$ cat src/rtl/exu_pipe_ctrl.sv
// Execute-stage pipeline controller: dispatches ALU, memory and multiply/divide
// instructions, tracks their completion and hands results downstream.

`ifndef INST_LOAD
`define INST_LOAD 1
`endif
`ifndef INST_STORE
`define INST_STORE 2
`endif
`ifndef INST_MULDIV
`define INST_MULDIV 3
`endif

module exu_pipe_ctrl #(
    parameter int TYPE_W  = 8,
    parameter int MDU_LAT = 4,
    parameter int TIMEOUT = 64,
    parameter int BYPASS  = 1
) (
    input  logic              clock,
    input  logic              reset,
    input  logic              valid_pre_i,
    output logic              ready_pre_o,
    output logic              valid_post_o,
    input  logic              ready_post_i,
    input  logic [TYPE_W-1:0] inst_type_i,
    input  logic              flush_i,
    output logic              access_begin_o,
    input  logic              access_done_i,
    output logic              mdu_start_o,
    output logic              we_o,
    output logic              err_o,
    output logic              busy_o
);

    localparam int LAT_W = $clog2(MDU_LAT + 1);
    localparam int TO_W  = $clog2(TIMEOUT + 1);

    typedef enum logic [2:0] {
        IDLE       = 3'd0,
        MEM_REQ    = 3'd1,
        MEM_WAIT   = 3'd2,
        MULTI      = 3'd3,
        WAIT_READY = 3'd4
    } state_t;

    state_t           state;
    state_t           state_nxt;
    state_t           disp_state;
    logic [LAT_W-1:0] lat_cnt;
    logic [LAT_W-1:0] lat_nxt;
    logic [TO_W-1:0]  to_cnt;
    logic [TO_W-1:0]  to_nxt;
    logic             err_q;
    logic             err_nxt;
    logic             kill_q;
    logic             kill_nxt;
    logic             kill_eff;
    logic             mdu_nxt;
    logic             accept;
    logic             is_mem;
    logic             is_mul;

    assign is_mem = (inst_type_i == TYPE_W'(`INST_LOAD)) ||
                    (inst_type_i == TYPE_W'(`INST_STORE));
    assign is_mul = (inst_type_i == TYPE_W'(`INST_MULDIV));

    assign ready_pre_o = !flush_i &&
                         ((state == IDLE) ||
                          ((BYPASS != 0) && (state == WAIT_READY) && ready_post_i));
    assign accept      = valid_pre_i && ready_pre_o;
    assign we_o        = accept;
    assign err_o       = err_q;

    // A flush during a memory access cannot cancel the bus transfer, so it is
    // remembered and the completion is simply discarded.
    assign kill_eff = kill_q || flush_i;

    always_comb begin
        disp_state = WAIT_READY;
        if (is_mem) begin
            disp_state = MEM_REQ;
        end else if (is_mul) begin
            disp_state = MULTI;
        end
    end

    always_comb begin
        state_nxt = state;
        lat_nxt   = lat_cnt;
        to_nxt    = to_cnt;
        err_nxt   = err_q;
        kill_nxt  = kill_q;
        mdu_nxt   = 1'b0;

        case (state)
            IDLE: begin
                err_nxt  = 1'b0;
                kill_nxt = 1'b0;
            end
            MEM_REQ: begin
                to_nxt   = '0;
                kill_nxt = kill_eff;
                if (access_done_i) begin
                    state_nxt = kill_eff ? IDLE : WAIT_READY;
                    if (kill_eff) begin
                        kill_nxt = 1'b0;
                    end
                end else begin
                    state_nxt = MEM_WAIT;
                end
            end
            MEM_WAIT: begin
                to_nxt   = to_cnt + TO_W'(1);
                kill_nxt = kill_eff;
                if (access_done_i || (to_cnt == TO_W'(TIMEOUT - 1))) begin
                    if (kill_eff) begin
                        state_nxt = IDLE;
                        kill_nxt  = 1'b0;
                    end else begin
                        state_nxt = WAIT_READY;
                        err_nxt   = !access_done_i;
                    end
                end
            end
            MULTI: begin
                if (flush_i) begin
                    state_nxt = IDLE;
                end else if (lat_cnt == '0) begin
                    state_nxt = WAIT_READY;
                end else begin
                    lat_nxt = lat_cnt - LAT_W'(1);
                end
            end
            WAIT_READY: begin
                if (flush_i || ready_post_i) begin
                    state_nxt = IDLE;
                    err_nxt   = 1'b0;
                end
            end
            default: begin
                state_nxt = IDLE;
                lat_nxt   = '0;
                to_nxt    = '0;
                err_nxt   = 1'b0;
                kill_nxt  = 1'b0;
            end
        endcase

        // Accept is only possible in IDLE or on a bypass handshake, so it
        // overrides whatever the current state decided.
        if (accept) begin
            state_nxt = disp_state;
            err_nxt   = 1'b0;
            kill_nxt  = 1'b0;
            to_nxt    = '0;
            if (is_mul) begin
                lat_nxt = LAT_W'(MDU_LAT - 1);
                mdu_nxt = 1'b1;
            end
        end
    end

    always_ff @(posedge clock or negedge reset) begin
        if (!reset) begin
            state          <= IDLE;
            lat_cnt        <= '0;
            to_cnt         <= '0;
            err_q          <= 1'b0;
            kill_q         <= 1'b0;
            access_begin_o <= 1'b0;
            mdu_start_o    <= 1'b0;
            valid_post_o   <= 1'b0;
            busy_o         <= 1'b0;
        end else begin
            state          <= state_nxt;
            lat_cnt        <= lat_nxt;
            to_cnt         <= to_nxt;
            err_q          <= err_nxt;
            kill_q         <= kill_nxt;
            access_begin_o <= (state_nxt == MEM_REQ);
            mdu_start_o    <= mdu_nxt;
            valid_post_o   <= (state_nxt == WAIT_READY);
            busy_o         <= (state_nxt != IDLE);
        end
    end

endmodule

$ cat config.mk
export PLATFORM = sky130hd
export DESIGN_NAME = exu_pipe_ctrl
export DESIGN_NICKNAME = d
export VERILOG_FILES = /design/src/rtl/exu_pipe_ctrl.sv
export SDC_FILE = /design/constraint.sdc
export NUM_CORES = 1
export LEC_CHECK = 0
export CORE_MARGIN = 8
export CORE_UTILIZATION = 30
export CTS_BUF_LIST = sky130_fd_sc_hd__clkbuf_4
export DETAILED_ROUTE_END_ITERATION = 6
export PLACE_DENSITY_LB_ADDON = 0.3
export REMOVE_ABC_BUFFERS = 1
export SLEW_MARGIN = 20
export SYNTH_ARGS = -nofsm -noshare
export SYNTH_HDL_FRONTEND = slang
export SYNTH_SLANG_ARGS = --single-unit
export TNS_END_PERCENT = 5
$ cat constraint.sdc
create_clock -name clock -period 4.02 [get_ports clock]
set_input_delay 0.804 -clock clock [delete_from_list [all_inputs] [get_ports clock]]
set_output_delay 0.804 -clock clock [all_outputs]
set_load 0.02 [all_outputs]
# Word level (Yosys, flattened, before mapping)
# Index checks and enable logic that the tools add are counted.
# totals
register_bits	19
output_inout_bits	7
elab_cells	73
input_bits	14
# classes
muxes	28
reduce_logical	18
n_eq_ne	16
n_addsub	2
# ops
operator	n
2-to-1 mux 3 bit	13
equality test 8 x 2 -> 1 bit, second input constant	2
case mux 3 bit (5 select lines)	1
case mux 7 bit (2 select lines)	1
2-to-1 mux 1 bit	9
equality test 8 x 1 -> 1 bit, second input constant	1
adder 7 x 1 -> 7 bit, second input constant	1
equality test 7 x 6 -> 1 bit, second input constant	1
2-to-1 mux 7 bit	1
equality test 3 x 1 -> 1 bit, second input constant	2
equality test 3 x 2 -> 1 bit, second input constant	2
equality test 3 bit, second input constant	2
zero test 3 bit	2
inequality test 2 x 1 -> 1 bit, second input constant	3
inequality test 3 bit, second input constant	2
case mux 1 bit (3 select lines)	2
case mux 3 bit (2 select lines)	1
logical OR 1 bit	5
AND reduction 4 bit	1
OR reduction 2 bit	2
OR reduction 4 bit	1
logical AND 1 bit	3
inequality test 3 x 2 -> 1 bit, second input constant	1
nonzero test 3 bit	1
other kinds (3)	4

# Logic depth before layout (Yosys ltp)
# logic_depth
ltp_word	7
ltp_mapped	6
ltp_nobuf	6

# Least setup slack after synthesis
# Ideal clock, no wire load.
# synth_path
path_type	input-to-output
from	in flush_i
to	out ready_pre_o
t_required_ps	3216
slack_ps	1584
t_arrival_ps	1632
path_stages	3
path_cell_list	buf_2 -> or3_1 -> and2b_1
# synth_between
elab_chain_len	2
# synth_rtl
item	line_no	text
from (decl)	27	input logic flush_i,
zero test 1 bit	68	assign ready_pre_o = !flush_i &&
logical AND 1 bit	68	
to (decl)	23	output logic ready_pre_o,
# Every way passes these cells.

# Worst setup path in the final report
# Ends and elaborated chain as after synthesis.

==> qor.txt <==
Status - complete, no violations
Worst-Margin Slew - 878 ps
Area post-placement - 1360 sq um
Unrepaired setup endpoints after global routing - no
Die area - 6030 sq um
Critical Path Stages - 4
Setup TNS - 0 ps
Total core area - 3660 sq um
Critical path required time - 3220 ps
Max Freq - 0.305 GHz
Max Buffers Root-to-Sink - 2
Antenna violations before repair - 0
Count leader, synth - dfrtp_1
Sequential share of the synthesized area - 41.7%
Routed WL - 2.61 mm
Cell-by-cell trace of the critical path - clkdlybuf4s50_1 -> or3_1 -> and2b_1 -> clkdlybuf4s50_1
Synth Warn # - 0
Synth Cell Area - 1140 sq um
RR Startpoint - to_cnt[0]
Hold crit path type - register to register
Largest net degree at the start of global routing - 20
CTS Buf Count - 3
Iteration-0 DRC Markers - 56
Starting Density - 31.1%
Die Width - 77.6 microns
Via count of the first global-routing pass - 941
Delay-heaviest family, CP - buffers and inverters
Total Nets Final - 160
Synth Instances - 124
Synth area leaders - dfrtp_1, o21ai_0, nor2_1
# H-tree levels - 1
Max Slew Vio Count - 0
Die Y - 77.6 microns
Depth of the worst register-to-register path - 5
Routed Antenna Nets - 0
Worst Setup End Kind - primary output
First-pass GRT wire length - 4.53 mm
Top cell type's share of synthesized area - 41.7%
Post-synth EDFFs - 0
Setup CP Type - input pin to primary output
Routed wire per std cell - 13.7 microns
Ys async rst share - 100%
#FFs+latches synth - 19
Post-DP HPWL - 2.01 mm
Crit path buf inv count - 2
Reg2reg setup slack - 2310 ps
Synth area leader - dfrtp_1
TritonCTS clock tree - yes
Gpl congestion - 0.803
Worst Skew - 5.02 ps
Setup Fix Bufs, Post-CTS - 0
Total gr overflow - 0
CP Max Fanout - 3
DRT Pass-1 Iters - 5
Post-route DRC - 0
Endpoints failing hold - 0
Row cnt - 22
Area growth from synthesis to layout - 21.6%
Fin util - 37.9%
Pwr dens - 258 nW/um^2
Synth Flop Type - dfrtp_1
Clk slew on worst S/H paths - 110 ps
Post-cts gate resize count - 0
MaxCap Viol Count - 0
Avg Synthesized Cell Area - 9.19 sq um
Via count - 967
Commonest cells in the netlist - dfrtp_1, nor2_1, o21ai_0
Netlist cell types - 43
# IOs - 21
Slew HR - 41.3%
CP startpoint - flush_i
Minimum clock period - 3280 ps
Design area - 1390 sq um
Most used cell, CP - clkdlybuf4s50_1
Crit-path slowest cell - clkdlybuf4s50_1
GRT Total Usage - 8.87%
Clock Tree Root - clkbuf_4
Port buffer count - 20
Critical path arrival - 2470 ps
CP Capture Point - ready_pre_o
Peak VDD IR - 0.114 mV
Slowest Stage Delay on Critical Path - 590 ps
Diode count - 0
Leakage - 0.000585 uW
Vias per inst - 5.09
Critical Path Source Type - input pin
Critical R2R Capture - busy_o
Clk sinks - 19
Hold Buf Count CTS - 0
Tcrit/Tclk final - 81.5%
Clock latency on the worst-skew pair - 290 ps
# setup viols final - 0
Layout cell share with drive strength beyond 1 - 7.75%
## worst min-delay path by stage
| stage | from | to | slack (ps) | cells after the start |
|---|---|---|---|---|
| 3_5_place_dp | to_cnt[6] | to_cnt[6] | 490 | 1 |
| 3_3_place_gp | to_cnt[6] | to_cnt[6] | 470 | 1 |
| 5_1_grt | to_cnt[6] | to_cnt[6] | 530 | 1 |
| 6_report | to_cnt[6] | to_cnt[6] | 510 | 1 |
| 2_1_floorplan | to_cnt[6] | to_cnt[6] | 450 | 1 |
| 4_1_cts | to_cnt[6] | to_cnt[6] | 510 | 1 |
## flip-flops by register name, summed over array words and instances (netlist names)
register        cells
state               3
kill_q              1
lat_cnt             3
mdu_start_o         1
err_o               1
busy_o              1
valid_post_o        1
to_cnt              7
access_begin_o      1
## per-layer routing
| layer | vias to the layer above | track usage (%) | wire (microns) |
|---|---|---|---|
| li1 | 487 | - | - |
| met1 | 463 | 11.6 | 1240 |
| met2 | 15 | 14.0 | 1240 |
| met3 | 2 | 2.07 | 106 |
| met4 | 0 | 2.83 | 23 |
| met5 | - | 0 | 0 |
## report_power, final
part / switching, uW / internal, uW / total [uW]
registers: 5.46 / 195 / 201
clock network: 57.9 / 45.3 / 103
logic: 25.7 / 28.0 / 53.7
total: 89.1 / 269 / 358
## through the flow
stage	worst slack, ps	hold slack (ps)	cells	total power, uW
after global routing	661	530	190	378
after CTS	741	510	190	365
final	745	505	190	358
after global placement	748	470	186	258
after detailed placement	741	493	186	259
after floorplan	1730	446	117	228
## layout make-up
class	instances	area, sq um
well taps	48	60.1
repair buffers	21	208
multi-input cells	92	591
clock buffers	4	30.0
inverters	6	22.5
fillers	380	2270
flip-flops and latches	19	475
## kinds of logic (layout without fill, tap and decap cells)
logic type	count (synthesis)	after routing	share of synthesized area, %
flip-flops	19	19	41.7
XOR/XNOR	3	3	2.31
buffers and inverters	13	31	6.48
AO/OA/AOI/OAI	33	33	19.6
adder cells (fa/ha/maj)	3	3	3.29
AND/OR/NAND/NOR	53	53	26.6
## worst register-to-register path, delay by kind of cell, from the launching register on
kind / cells / cell delay (ps)
compound gates: 1 / 400
simple gates: 3 / 550
fa+ha+maj: 1 / 200
flops: 1 / 420
## layout by cell type (no fill, tap or decap), types with 2 or more instances in the layout
cell type,n
nor3_1,2
nand3_1,5
ha_1,3
clkdlybuf4s50_1,20
xnor2_1,3
a21oi_1,3
nand2b_1,2
nor2b_1,2
inv_1,5
a2bb2oi_1,2
nand2_1,8
o21ai_0,10
a31oi_1,3
and3_1,3
o211ai_1,2
nor4_1,3
nor2_1,13
and3b_1,2
dfrtp_1,19
clkbuf_4,4
nand4_1,2
o31ai_1,6
Note: power is estimated with default switching activity, not from simulation.
